<file path="config.mk">
export PLATFORM = sky130hd
export DESIGN_NAME = eth_arp_responder_tx
export DESIGN_NICKNAME = d
export VERILOG_FILES = /design/src/rtl/eth_arp_responder_tx_pkg.sv /design/src/rtl/eth_crc32_byte.sv /design/src/rtl/eth_arp_responder_tx.sv
export SDC_FILE = /design/constraint.sdc
export NUM_CORES = 1
export LEC_CHECK = 0
export ABC_AREA = 1
export CAP_MARGIN = 20
export CORE_ASPECT_RATIO = 0.9
export CORE_MARGIN = 2
export CORE_UTILIZATION = 40
export CTS_BUF_LIST = sky130_fd_sc_hd__clkbuf_16
export DETAILED_ROUTE_END_ITERATION = 6
export HOLD_SLACK_MARGIN = 0.06
export PLACE_DENSITY_LB_ADDON = 0.3
export SYNTH_ARGS = -nofsm -noshare
export SYNTH_HDL_FRONTEND = slang
export SYNTH_SLANG_ARGS = --single-unit
</file>
<file path="constraint.sdc">
create_clock -name clk -period 7.4 [get_ports clk]
set_input_delay 1.11 -clock clk [delete_from_list [all_inputs] [get_ports clk]]
set_output_delay 1.11 -clock clk [all_outputs]
set_load 0.03 [all_outputs]
</file>
<file path="src/rtl/eth_arp_responder_tx_pkg.sv">
// rtl/eth_arp_responder_tx_pkg.sv - shared Ethernet/ARP types, frame constants and CRC32 byte step
package eth_arp_responder_tx_pkg;

    localparam logic [7:0]  ETH_PREAMBLE_BYTE = 8'h55;
    localparam logic [7:0]  ETH_SFD           = 8'hD5;
    localparam int          ETH_MIN_PAYLOAD   = 46;
    localparam int          ETH_IPG_BYTES     = 12;
    localparam logic [47:0] ETH_BROADCAST_MAC = 48'hFFFF_FFFF_FFFF;
    localparam int          ARP_BYTES         = 28;

    localparam logic [31:0] CRC32_POLY    = 32'hEDB8_8320;
    localparam logic [31:0] CRC32_INIT    = 32'hFFFF_FFFF;
    localparam logic [31:0] CRC32_RESIDUE = 32'hDEBB_20E3;

    typedef enum logic [2:0] {
        ETH_PREAMBLE,
        ETH_MAC_DESTINATION,
        ETH_MAC_SOURCE,
        ETH_ETHER_TYPE,
        ETH_PAYLOAD,
        ETH_CRC,
        ETH_INTERPACKET_GAP
    } e_eth_frame_section;

    typedef enum logic [15:0] {
        ARP_OPER_REQUEST = 16'd1,
        ARP_OPER_REPLY   = 16'd2
    } e_arp_oper;

    typedef enum logic [15:0] {
        ETHER_TYPE_IPV4 = 16'h0800,
        ETHER_TYPE_ARP  = 16'h0806,
        ETHER_TYPE_IPV6 = 16'h86DD
    } e_ether_type;

    typedef struct packed {
        logic [15:0] htype;
        logic [15:0] ptype;
        logic [7:0]  hlen;
        logic [7:0]  plen;
        logic [15:0] oper;
        logic [47:0] sha;
        logic [31:0] spa;
        logic [47:0] tha;
        logic [31:0] tpa;
    } st_arp_packet;

    // Number of bytes each transmitted section occupies on the wire
    function automatic logic [5:0] section_len(input e_eth_frame_section s);
        case (s)
            ETH_PREAMBLE:        return 6'd8;
            ETH_MAC_DESTINATION: return 6'd6;
            ETH_MAC_SOURCE:      return 6'd6;
            ETH_ETHER_TYPE:      return 6'd2;
            ETH_PAYLOAD:         return 6'(ETH_MIN_PAYLOAD);
            ETH_CRC:             return 6'd4;
            default:             return 6'd1;
        endcase
    endfunction

    // Reflected CRC32 update with one data byte (LSB of the byte first)
    function automatic logic [31:0] crc32_byte(input logic [31:0] crc, input logic [7:0] data);
        logic [31:0] c;
        c = crc ^ {24'd0, data};
        for (int i = 0; i < 8; i++) begin
            c = c[0] ? ((c >> 1) ^ CRC32_POLY) : (c >> 1);
        end
        return c;
    endfunction

    // Byte idx (0 = most significant) of an nbytes-wide field held in the low bits
    function automatic logic [7:0] msb_byte(input logic [223:0] field, input int nbytes, input int idx);
        logic [223:0] s;
        s = field >> (8 * (nbytes - 1 - idx));
        return s[7:0];
    endfunction

endpackage

</file>
<file path="src/rtl/eth_crc32_byte.sv">
// rtl/eth_crc32_byte.sv - byte-wide reflected CRC32 accumulator with registered result
module eth_crc32_byte
    import eth_arp_responder_tx_pkg::*;
(
    input  logic        clk,
    input  logic        rst_n,
    input  logic        init,
    input  logic        enable,
    input  logic [7:0]  data,
    output logic [31:0] crc,
    output logic [31:0] crc_next
);

    assign crc_next = crc32_byte(crc, data);

    // Restart on init, otherwise fold in one byte per enabled cycle
    always_ff @(posedge clk or negedge rst_n) begin
        if (!rst_n) begin
            crc <= CRC32_INIT;
        end else if (init) begin
            crc <= CRC32_INIT;
        end else if (enable) begin
            crc <= crc_next;
        end
    end

endmodule

</file>
<file path="src/rtl/eth_arp_responder_tx.sv">
// rtl/eth_arp_responder_tx.sv - ARP reply framer/serialiser; ETH_ARP_TX_GRATUITOUS_EN adds announce
module eth_arp_responder_tx
    import eth_arp_responder_tx_pkg::*;
#(
    parameter logic [47:0] LOCAL_MAC = 48'h02_00_00_00_00_01,
    parameter logic [31:0] LOCAL_IP  = 32'hC0A8_0102
) (
    input  logic         clk,
    input  logic         rst_n,
`ifdef ETH_ARP_TX_GRATUITOUS_EN
    input  logic         announce,
`endif
    input  logic         req_valid,
    output logic         req_ready,
    input  logic [223:0] req_packet,
    output logic [7:0]   tx_data,
    output logic         tx_valid,
    input  logic         tx_ready,
    output logic         tx_last,
    output logic [15:0]  reply_count,
    output logic [15:0]  drop_count
);

    localparam logic [3:0] GAP_LAST = 4'(ETH_IPG_BYTES);

    e_eth_frame_section section, nxt_section;
    logic [5:0]   byte_idx, nxt_idx;
    logic [3:0]   gap_cnt;
    logic [47:0]  dest_mac, target_mac;
    logic [31:0]  target_ip;
    logic         is_announce;
    logic         last_in_section;
    logic [7:0]   nxt_byte;
    logic [15:0]  reply_oper;
    logic [223:0] arp_field;
    logic [31:0]  crc_q, crc_next, crc_src, crc_shift;
    logic         crc_init, crc_en;
    logic         req_take, req_ok, tx_take, announce_start;
    st_arp_packet req;
    logic         unused_req_tha;

    assign req     = req_packet;
    assign req_take = req_valid && req_ready;
    assign tx_take  = tx_valid && tx_ready;
    assign req_ok   = (req.htype == 16'd1) && (req.ptype == ETHER_TYPE_IPV4) &&
                      (req.hlen == 8'd6) && (req.plen == 8'd4) &&
                      (req.oper == ARP_OPER_REQUEST) && (req.tpa == LOCAL_IP);
    assign unused_req_tha = ^req.tha;
    assign reply_oper = is_announce ? ARP_OPER_REQUEST : ARP_OPER_REPLY;

`ifdef ETH_ARP_TX_GRATUITOUS_EN
    logic announce_pending;
    assign announce_start = announce_pending && req_ready && !req_valid;

    // Hold an announce until the idle slot; pulses while pending collapse into one
    always_ff @(posedge clk or negedge rst_n) begin
        if (!rst_n) begin
            announce_pending <= 1'b0;
        end else begin
            announce_pending <= (announce_pending && !announce_start) || announce;
        end
    end
`else
    assign announce_start = 1'b0;
`endif

    assign crc_init = (req_take && req_ok) || announce_start;
    assign crc_en   = tx_take && (section inside {ETH_MAC_DESTINATION, ETH_MAC_SOURCE,
                                                  ETH_ETHER_TYPE, ETH_PAYLOAD});

    eth_crc32_byte u_crc (
        .clk      (clk),
        .rst_n    (rst_n),
        .init     (crc_init),
        .enable   (crc_en),
        .data     (tx_data),
        .crc      (crc_q),
        .crc_next (crc_next)
    );

    // Next position in the frame and the byte that will be presented there
    always_comb begin
        last_in_section = (byte_idx == section_len(section) - 6'd1);
        nxt_section     = section;
        nxt_idx         = byte_idx + 6'd1;
        if (last_in_section) begin
            nxt_idx = '0;
            case (section)
                ETH_PREAMBLE:        nxt_section = ETH_MAC_DESTINATION;
                ETH_MAC_DESTINATION: nxt_section = ETH_MAC_SOURCE;
                ETH_MAC_SOURCE:      nxt_section = ETH_ETHER_TYPE;
                ETH_ETHER_TYPE:      nxt_section = ETH_PAYLOAD;
                ETH_PAYLOAD:         nxt_section = ETH_CRC;
                default:             nxt_section = ETH_INTERPACKET_GAP;
            endcase
        end
        arp_field = {16'h0001, ETHER_TYPE_IPV4, 8'd6, 8'd4, reply_oper,
                     LOCAL_MAC, LOCAL_IP, target_mac, target_ip};
        // FCS byte 0 is sent while the last pad byte is still being folded in
        crc_src   = (nxt_idx == 6'd0) ? crc_next : crc_q;
        crc_shift = crc_src >> {nxt_idx[1:0], 3'b000};
        nxt_byte  = 8'h00;
        case (nxt_section)
            ETH_PREAMBLE:        nxt_byte = (nxt_idx == 6'd7) ? ETH_SFD : ETH_PREAMBLE_BYTE;
            ETH_MAC_DESTINATION: nxt_byte = msb_byte({176'd0, dest_mac}, 6, int'(nxt_idx));
            ETH_MAC_SOURCE:      nxt_byte = msb_byte({176'd0, LOCAL_MAC}, 6, int'(nxt_idx));
            ETH_ETHER_TYPE:      nxt_byte = msb_byte({208'd0, ETHER_TYPE_ARP}, 2, int'(nxt_idx));
            ETH_PAYLOAD: begin
                if (nxt_idx < 6'(ARP_BYTES)) begin
                    nxt_byte = msb_byte(arp_field, ARP_BYTES, int'(nxt_idx));
                end
            end
            ETH_CRC:             nxt_byte = ~crc_shift[7:0];
            default:             nxt_byte = 8'h00;
        endcase
    end

    // Frame sequencer: idle/gap, request capture and byte-by-byte serialisation
    always_ff @(posedge clk or negedge rst_n) begin
        if (!rst_n) begin
            section     <= ETH_INTERPACKET_GAP;
            byte_idx    <= '0;
            gap_cnt     <= GAP_LAST;
            req_ready   <= 1'b0;
            tx_data     <= 8'h00;
            tx_valid    <= 1'b0;
            tx_last     <= 1'b0;
            reply_count <= '0;
            drop_count  <= '0;
            dest_mac    <= '0;
            target_mac  <= '0;
            target_ip   <= '0;
            is_announce <= 1'b0;
        end else if (section == ETH_INTERPACKET_GAP) begin
            if (req_take && req_ok) begin
                dest_mac    <= req.sha;
                target_mac  <= req.sha;
                target_ip   <= req.spa;
                is_announce <= 1'b0;
                section     <= ETH_PREAMBLE;
                byte_idx    <= '0;
                tx_data     <= ETH_PREAMBLE_BYTE;
                tx_valid    <= 1'b1;
                tx_last     <= 1'b0;
                req_ready   <= 1'b0;
            end else if (req_take) begin
                drop_count <= drop_count + 16'd1;
            end else if (announce_start) begin
                dest_mac    <= ETH_BROADCAST_MAC;
                target_mac  <= '0;
                target_ip   <= LOCAL_IP;
                is_announce <= 1'b1;
                section     <= ETH_PREAMBLE;
                byte_idx    <= '0;
                tx_data     <= ETH_PREAMBLE_BYTE;
                tx_valid    <= 1'b1;
                tx_last     <= 1'b0;
                req_ready   <= 1'b0;
            end else if (gap_cnt != GAP_LAST) begin
                gap_cnt   <= gap_cnt + 4'd1;
                req_ready <= (gap_cnt == GAP_LAST - 4'd1);
            end else begin
                req_ready <= 1'b1;
            end
        end else if (tx_take) begin
            if (section == ETH_CRC && last_in_section) begin
                section  <= ETH_INTERPACKET_GAP;
                byte_idx <= '0;
                gap_cnt  <= 4'd1;
                tx_data  <= 8'h00;
                tx_valid <= 1'b0;
                tx_last  <= 1'b0;
                if (!is_announce) begin
                    reply_count <= reply_count + 16'd1;
                end
            end else begin
                section  <= nxt_section;
                byte_idx <= nxt_idx;
                tx_data  <= nxt_byte;
                tx_last  <= (nxt_section == ETH_CRC) && (nxt_idx == 6'd3);
            end
        end
    end

endmodule

</file>
### Yosys cells after proc, flatten, opt, wreduce, memory -nomap -nowiden

Cells that the tools add are included.

* bits in registers: 168
* input bits: 228
* output and inout bits: 43
* word-level logic and storage cells: 138

* $add $sub $neg: 8
* order comparisons: 1
* equality and inequality tests: 27
* shifts and indexed selects: 5
* multiplexer cells: 47
* bitwise gates (word level): 12
* reductions and logical operators: 26

Operators with widths (number)
* 2-to-1 mux 32 bit: 11
* right shift 209 x 32 -> 8 bit: 1
* NOT 13 -> 14 bit: 8
* 2-to-1 mux 8 bit: 6
* one-hot mux 8 bit (6 select lines): 1
* right shift 48 x 32 -> 8 bit: 1
* right shift 42 x 32 -> 8 bit (first input constant): 1
* adder 16 x 1 -> 16 bit (second input constant): 2
* equality test 16 x 1 -> 1 bit (second input constant): 2
* equality test 32 bit (second input constant): 1
* right shift 12 x 32 -> 8 bit (first input constant): 1
* right shift 32 x 5 -> 8 bit: 1
* XOR 32 x 8 -> 32 bit: 1
* 2-to-1 mux 6 bit: 5
* one-hot mux 6 bit (5 select lines): 1
* 2-to-1 mux 4 bit: 6
* equality test 16 x 12 -> 1 bit (second input constant): 1
* equality test 8 x 3 -> 1 bit (second input constant): 2
* equality test 3 bit (second input constant): 5
* 2-to-1 mux 3 bit: 5
* one-hot mux 3 bit (5 select lines): 1
* equality test 3 x 2 -> 1 bit (second input constant): 4
* logical AND 1 bit: 11
* 2-to-1 mux 1 bit: 11
* 25 further kinds: 37

### Logic depth before layout (Yosys ltp)

* depth in word-level cells: 24
* depth in mapped cells: 26
* gate-level depth less buffers: 23

### Hierarchy

Synthesis repeated with hierarchy kept, for this count alone.

* cell total of the unflattened synthesis: 1607
* area, all modules: 10889.2 µm²

By module, submodules not included
* eth_arp_responder_tx: times used 1, cells an instance 1189, area an instance 8282.9 µm², seq. area each 3408.3 µm²
* eth_crc32_byte: times used 1, cells an instance 418, area an instance 2606.2 µm², seq. area each 840.8 µm²

### Least setup slack after synthesis

No wires, ideal clock.

* path kind: reg-to-reg
* from: reg section[1]
* to: reg tx_data[3]
* library setup time: 0.117 ns
* data arrival time: 2.911 ns
* data required time: 7.283 ns
* slack: 4.372 ns
* stages on the path, launching flop included: 22
* buffers on the path: 4
* clock period less this slack: 3.028 ns
* cells stage by stage: dfstp_2 > nand2_1 > nand2_1 > nand2_1 > nand2_1 > nand2_2 > nor2_8 > nand2_4 > buf_8 > nand2_1 > inv_2 > buf_2 > ha_1 > clkbuf_1 > inv_1 > clkbuf_1 > o21ai_0 > a21oi_1 > nand3_1 > nand2_1 > nand2_1 > nand2_1

* word-level cells in the longest chain between the ends: 14
* elaborated cells on any way between the ends: 41
* classes of those cells: add/sub: 4; order compare: 1; eq/ne: 13; shift: 5; mux: 10; bitwise: 1; reduce/logical: 7

RTL lines
* from (decl): RTL line eth_arp_responder_tx.sv:26 `e_eth_frame_section section, nxt_section;`
* from (signal assigned): RTL line eth_arp_responder_tx.sv:177 `section <= nxt_section;`
* parallel branches: the longest is 14 deep, another holds subtractor 5 x 6 -> 7 bit
* to (signal assigned): RTL line eth_arp_responder_tx.sv:179 `tx_data <= nxt_byte;`
* to (decl): RTL line eth_arp_responder_tx.sv:16 `output logic [7:0] tx_data,`

Parallel ways; which one is timed is not known. The select of a mux whose other input is x is not followed.
A chain may end at the register's enable or synchronous reset.

### Final worst setup path

* from: reg byte_idx[0]
* to: reg tx_data[2]

* word-level cells in the longest chain between the ends: 10
* elaborated cells on any way between the ends: 28
* classes of those cells: add/sub: 4; order compare: 1; eq/ne: 6; shift: 5; mux: 8; bitwise: 1; reduce/logical: 3

RTL lines
* from (decl): RTL line eth_arp_responder_tx.sv:27 `logic [5:0] byte_idx, nxt_idx;`
* from (signal assigned): RTL line eth_arp_responder_tx.sv:178 `byte_idx <= nxt_idx;`
* parallel branches: the longest is 7 deep, another holds subtractor 5 x 6 -> 7 bit
* 2-to-1 mux 8 bit *: RTL line eth_arp_responder_tx.sv:166 `if (section == ETH_CRC && last_in_section) begin`
* 2-to-1 mux 8 bit *: RTL line eth_arp_responder_tx.sv:165 `end else if (tx_take) begin`
* 2-to-1 mux 8 bit *: RTL line eth_arp_responder_tx.sv:134 `end else if (section == ETH_INTERPACKET_GAP) begin`

Mark *: on every way between the ends. The select of a mux whose other input is x is not followed.

==> impl_metrics.tcl <==
set metrics [dict create \
    outcome "finished clean" \
    coreArea_sq_mm 0.0269 \
    synth-main-ff-cell "dfrtp_1" \
    first_pass_iters 6 \
    path_max_fanout 22 \
    rr_worst_depth 23 \
    drv_slew 0 \
    cp.required_ns 7.78 \
    dp_hpwl_mm 24.3 \
    nets 1967 \
    via_count 10800 \
    netlist_top_cells_area "dfrtp_1, nand2_1, nor2_1, dfstp_2, xor2_1" \
    drtAntennaViolNets 0 \
    r2r_end "tx_data[2]" \
    fin_crit_ns 4.60 \
    crit_chain "inv_2 > nand2_1 > nand2_1 > nor2_2 > nand2_2 > nor2_8 > nand2_4 > nand2_1 > inv_2 > ha_1 > nand3_2 > nand2_2 > nor2_2 > inv_1 > nor2_1 > nand2_1 > nand2_1 > nand2_1 > nand2_1 > nand2_1 > nand3_1 > nand2_1 > inv_1" \
    drv_cap 0 \
    synth.yosys.seq_area_share_pct 39.1 \
    synth-edff-count 0 \
    rsz0062_at_grt "false" \
    hold_buffers 0 \
    insertion_delay_ns 0.44 \
    finalHoldViolations 0 \
    slew_headroom_pct 29.0 \
    track_usage_pct 23.4 \
    antenna_found_initial 0 \
    die_x_um 178 \
    worst-path-buf-inv 4 \
    cts_max_path_buffers 2 \
    critical_path.reg2reg.startpoint "byte_idx[0]" \
    crit_slowest_cell "nand2_1" \
    power.total_w 0.00212 \
    die-area_sq_mm 0.0285 \
    grt_pass1_vias 10500 \
    yosys.area.top_type_share_pct 30.4 \
    yosysWarnings 0 \
    fp.dieH_um 160 \
    fin_cells 2095 \
    drive_gt1_share_pct 7.81 \
    synth_most_common_cell "nand2_1" \
    path_class "flip-flop to flip-flop" \
    cpMostUsedCell "nand2_1" \
    tightest_slew_ns 1.06 \
    syn_nets 1771 \
    ir_drop_uv 134 \
    whs_path_depth 1 \
    skew_ns 0.0161 \
    synth.avg_cell_area_sq_um 7.10 \
    place_congestion 0.944 \
    hold_class "flip-flop to flip-flop" \
    synth_commonest_cells "nand2_1, nor2_1, inv_1" \
    synthArstFlopShare_pct 100 \
    drt-total-wl_mm 32.7 \
    drc 0 \
    viasPerCell 5.13 \
    r2r_setup_slack_ns 2.80 \
    cts_tree "yes" \
    syn_inst 1532 \
    timing.final.crit_share_pct 62.1 \
    cts-root-buf "clkbuf_16" \
    grt_pass1_wl_mm 53.4 \
    syn_area_sq_mm 0.0109 \
    critical-path-max-stage-delay_ns 0.71 \
    antenna_cells 0 \
    rows 57 \
    p_leak_nw 6.77 \
    clk_pin_slew_ns 0.07 \
    cp-end-kind "flip-flop" \
    crit_family "simple AND/OR/NAND/NOR gates" \
    cts_sinks 168 \
    yosys.cell_types.count 51 \
    post_cts_buffers 0 \
    arrival_ns 4.98 \
    power_density_mw_per_mm2 152 \
    final_util_pct 51.9 \
    synth_top_cell_by_area "dfrtp_1" \
    wl_per_cell_um 15.6 \
    io_buffers 222 \
    ctsHtreeMaxLevel 4 \
    drt-initial-drc-count 851 \
    areaGrowthSynthToFinish_pct 28.3 \
    gr-total-overflow 0 \
    fin_setup_tns_ns 0 \
    finalSetupViolCount 0 \
    grt_max_degree 94 \
    max_freq_mhz 217 \
    worstSetupStartpointType "flip-flop" \
    hold_path_end "reply_count[15]" \
    synth_seq_cells 168 \
    initial_utilization_pct 40.5 \
    numCtsBuffers 17 \
    placed_cells 2063 \
    io-pin-count 271 \
    cts_resized 0 \
    min_from "reply_count[15]" \
]
[stage by stage]
| stage | instance area (sq um) | setup slack (ns) | hold WS [ns] |
|---|---|---|---|
| final | 14000 | 2.80 | 0.470 |
| after global routing | 14000 | 2.48 | 0.506 |
| after CTS | 14000 | 2.93 | 0.476 |
| after detailed placement | 13300 | 2.69 | 0.466 |
| after global placement | 13300 | 2.67 | 0.461 |
| after floorplan | 10900 | 4.37 | 0.454 |
[placed cells by master, fill, tap and decap left out, drive strengths merged, types with 6 or more instances in the layout]
cell type,count
nand2,361
nor2,327
clkdlybuf4s50,221
inv,170
dfrtp,132
nand3,92
a21oi,70
xor2,68
nand4,57
o21ai,46
dfstp,36
xnor2,29
nor4,25
clkbuf,17
o211ai,12
ha,11
o22ai,9
or2,9
buf,8
nor3,7
o22a,6
clkinv,6
[worst max path at each step]
| stage | startpoint | end | slack, ns | cells after the start |
|---|---|---|---|---|
| final | byte_idx[0] | tx_data[2] | 2.80 | 23 |
| after global routing | byte_idx[0] | tx_data[4] | 2.48 | 21 |
| after CTS | byte_idx[0] | tx_data[4] | 2.93 | 21 |
| after detailed placement | req_packet[216] | tx_data[1] | 2.69 | 12 |
| after global placement | req_packet[216] | tx_data[1] | 2.67 | 12 |
| after floorplan | section[1] | tx_data[3] | 4.37 | 21 |
[registers in the layout, summed over array words and instances (netlist names), 4 cells and up]
register	count
target_ip	32
reply_count	16
target_mac	48
drop_count	16
tx_data	8
u_crc.crc	32
gap_cnt	4
byte_idx	6
[worst register-to-register path: stages, from the launching register on]
cell and delay [ns]:
dfrtp_1 0.62, inv_2 0.25, nand2_1 0.12, nand2_1 0.06, nor2_2 0.09, nand2_2 0.09
nor2_8 0.14, nand2_4 0.19, nand2_1 0.71, inv_2 0.36, ha_1 0.34, nand3_2 0.28
nand2_2 0.20, nor2_2 0.18, inv_1 0.07, nor2_1 0.23, nand2_1 0.08, nand2_1 0.07
nand2_1 0.05, nand2_1 0.06, nand2_1 0.07, nand3_1 0.16, nand2_1 0.07, inv_1 0.05
[report_power, final]
part           leakage (nW)  internal (W)  total [W]  switching [W]
sequential             2.09      0.000935   0.000958      0.0000230
clock                 0.293      0.000485   0.000916       0.000431
combinational          4.39      0.000132   0.000241       0.000109
total                  6.77       0.00155    0.00212       0.000563
[routing by layer]
layer	wire length, um	GRT usage (%)	vias to the layer above	share of wire [%]
li1	-	-	5309	-
met1	14900	33.4	5004	46
met2	14800	36.4	373	45
met3	2210	4.12	66	6.7
met4	795	6.89	0	2.4
met5	0	0	-	0
[cells by family (layout without fill, tap and decap cells)]
group / Yosys count / count (layout) / synth area share [%]
and+or+nand+nor: 887 / 887 / 35.7
buffers and inverters: 215 / 424 / 8.07
DFF: 168 / 168 / 39.1
AOI/OAI and AO/OA: 154 / 154 / 8.11
xor gates and xnor gates: 97 / 97 / 7.81
adders and majority gates: 11 / 11 / 1.26
[final cells by class]
class / instances / area, sq um
clock inverter: 15 / 184
tap: 354 / 443
sequential: 168 / 4250
timing repair buffer: 229 / 2280
inverter: 163 / 614
clock buffer: 17 / 425
multi-input combinational: 1149 / 5760
fill: 2614 / 12900
Note: power is estimated with default switching activity, not from simulation.
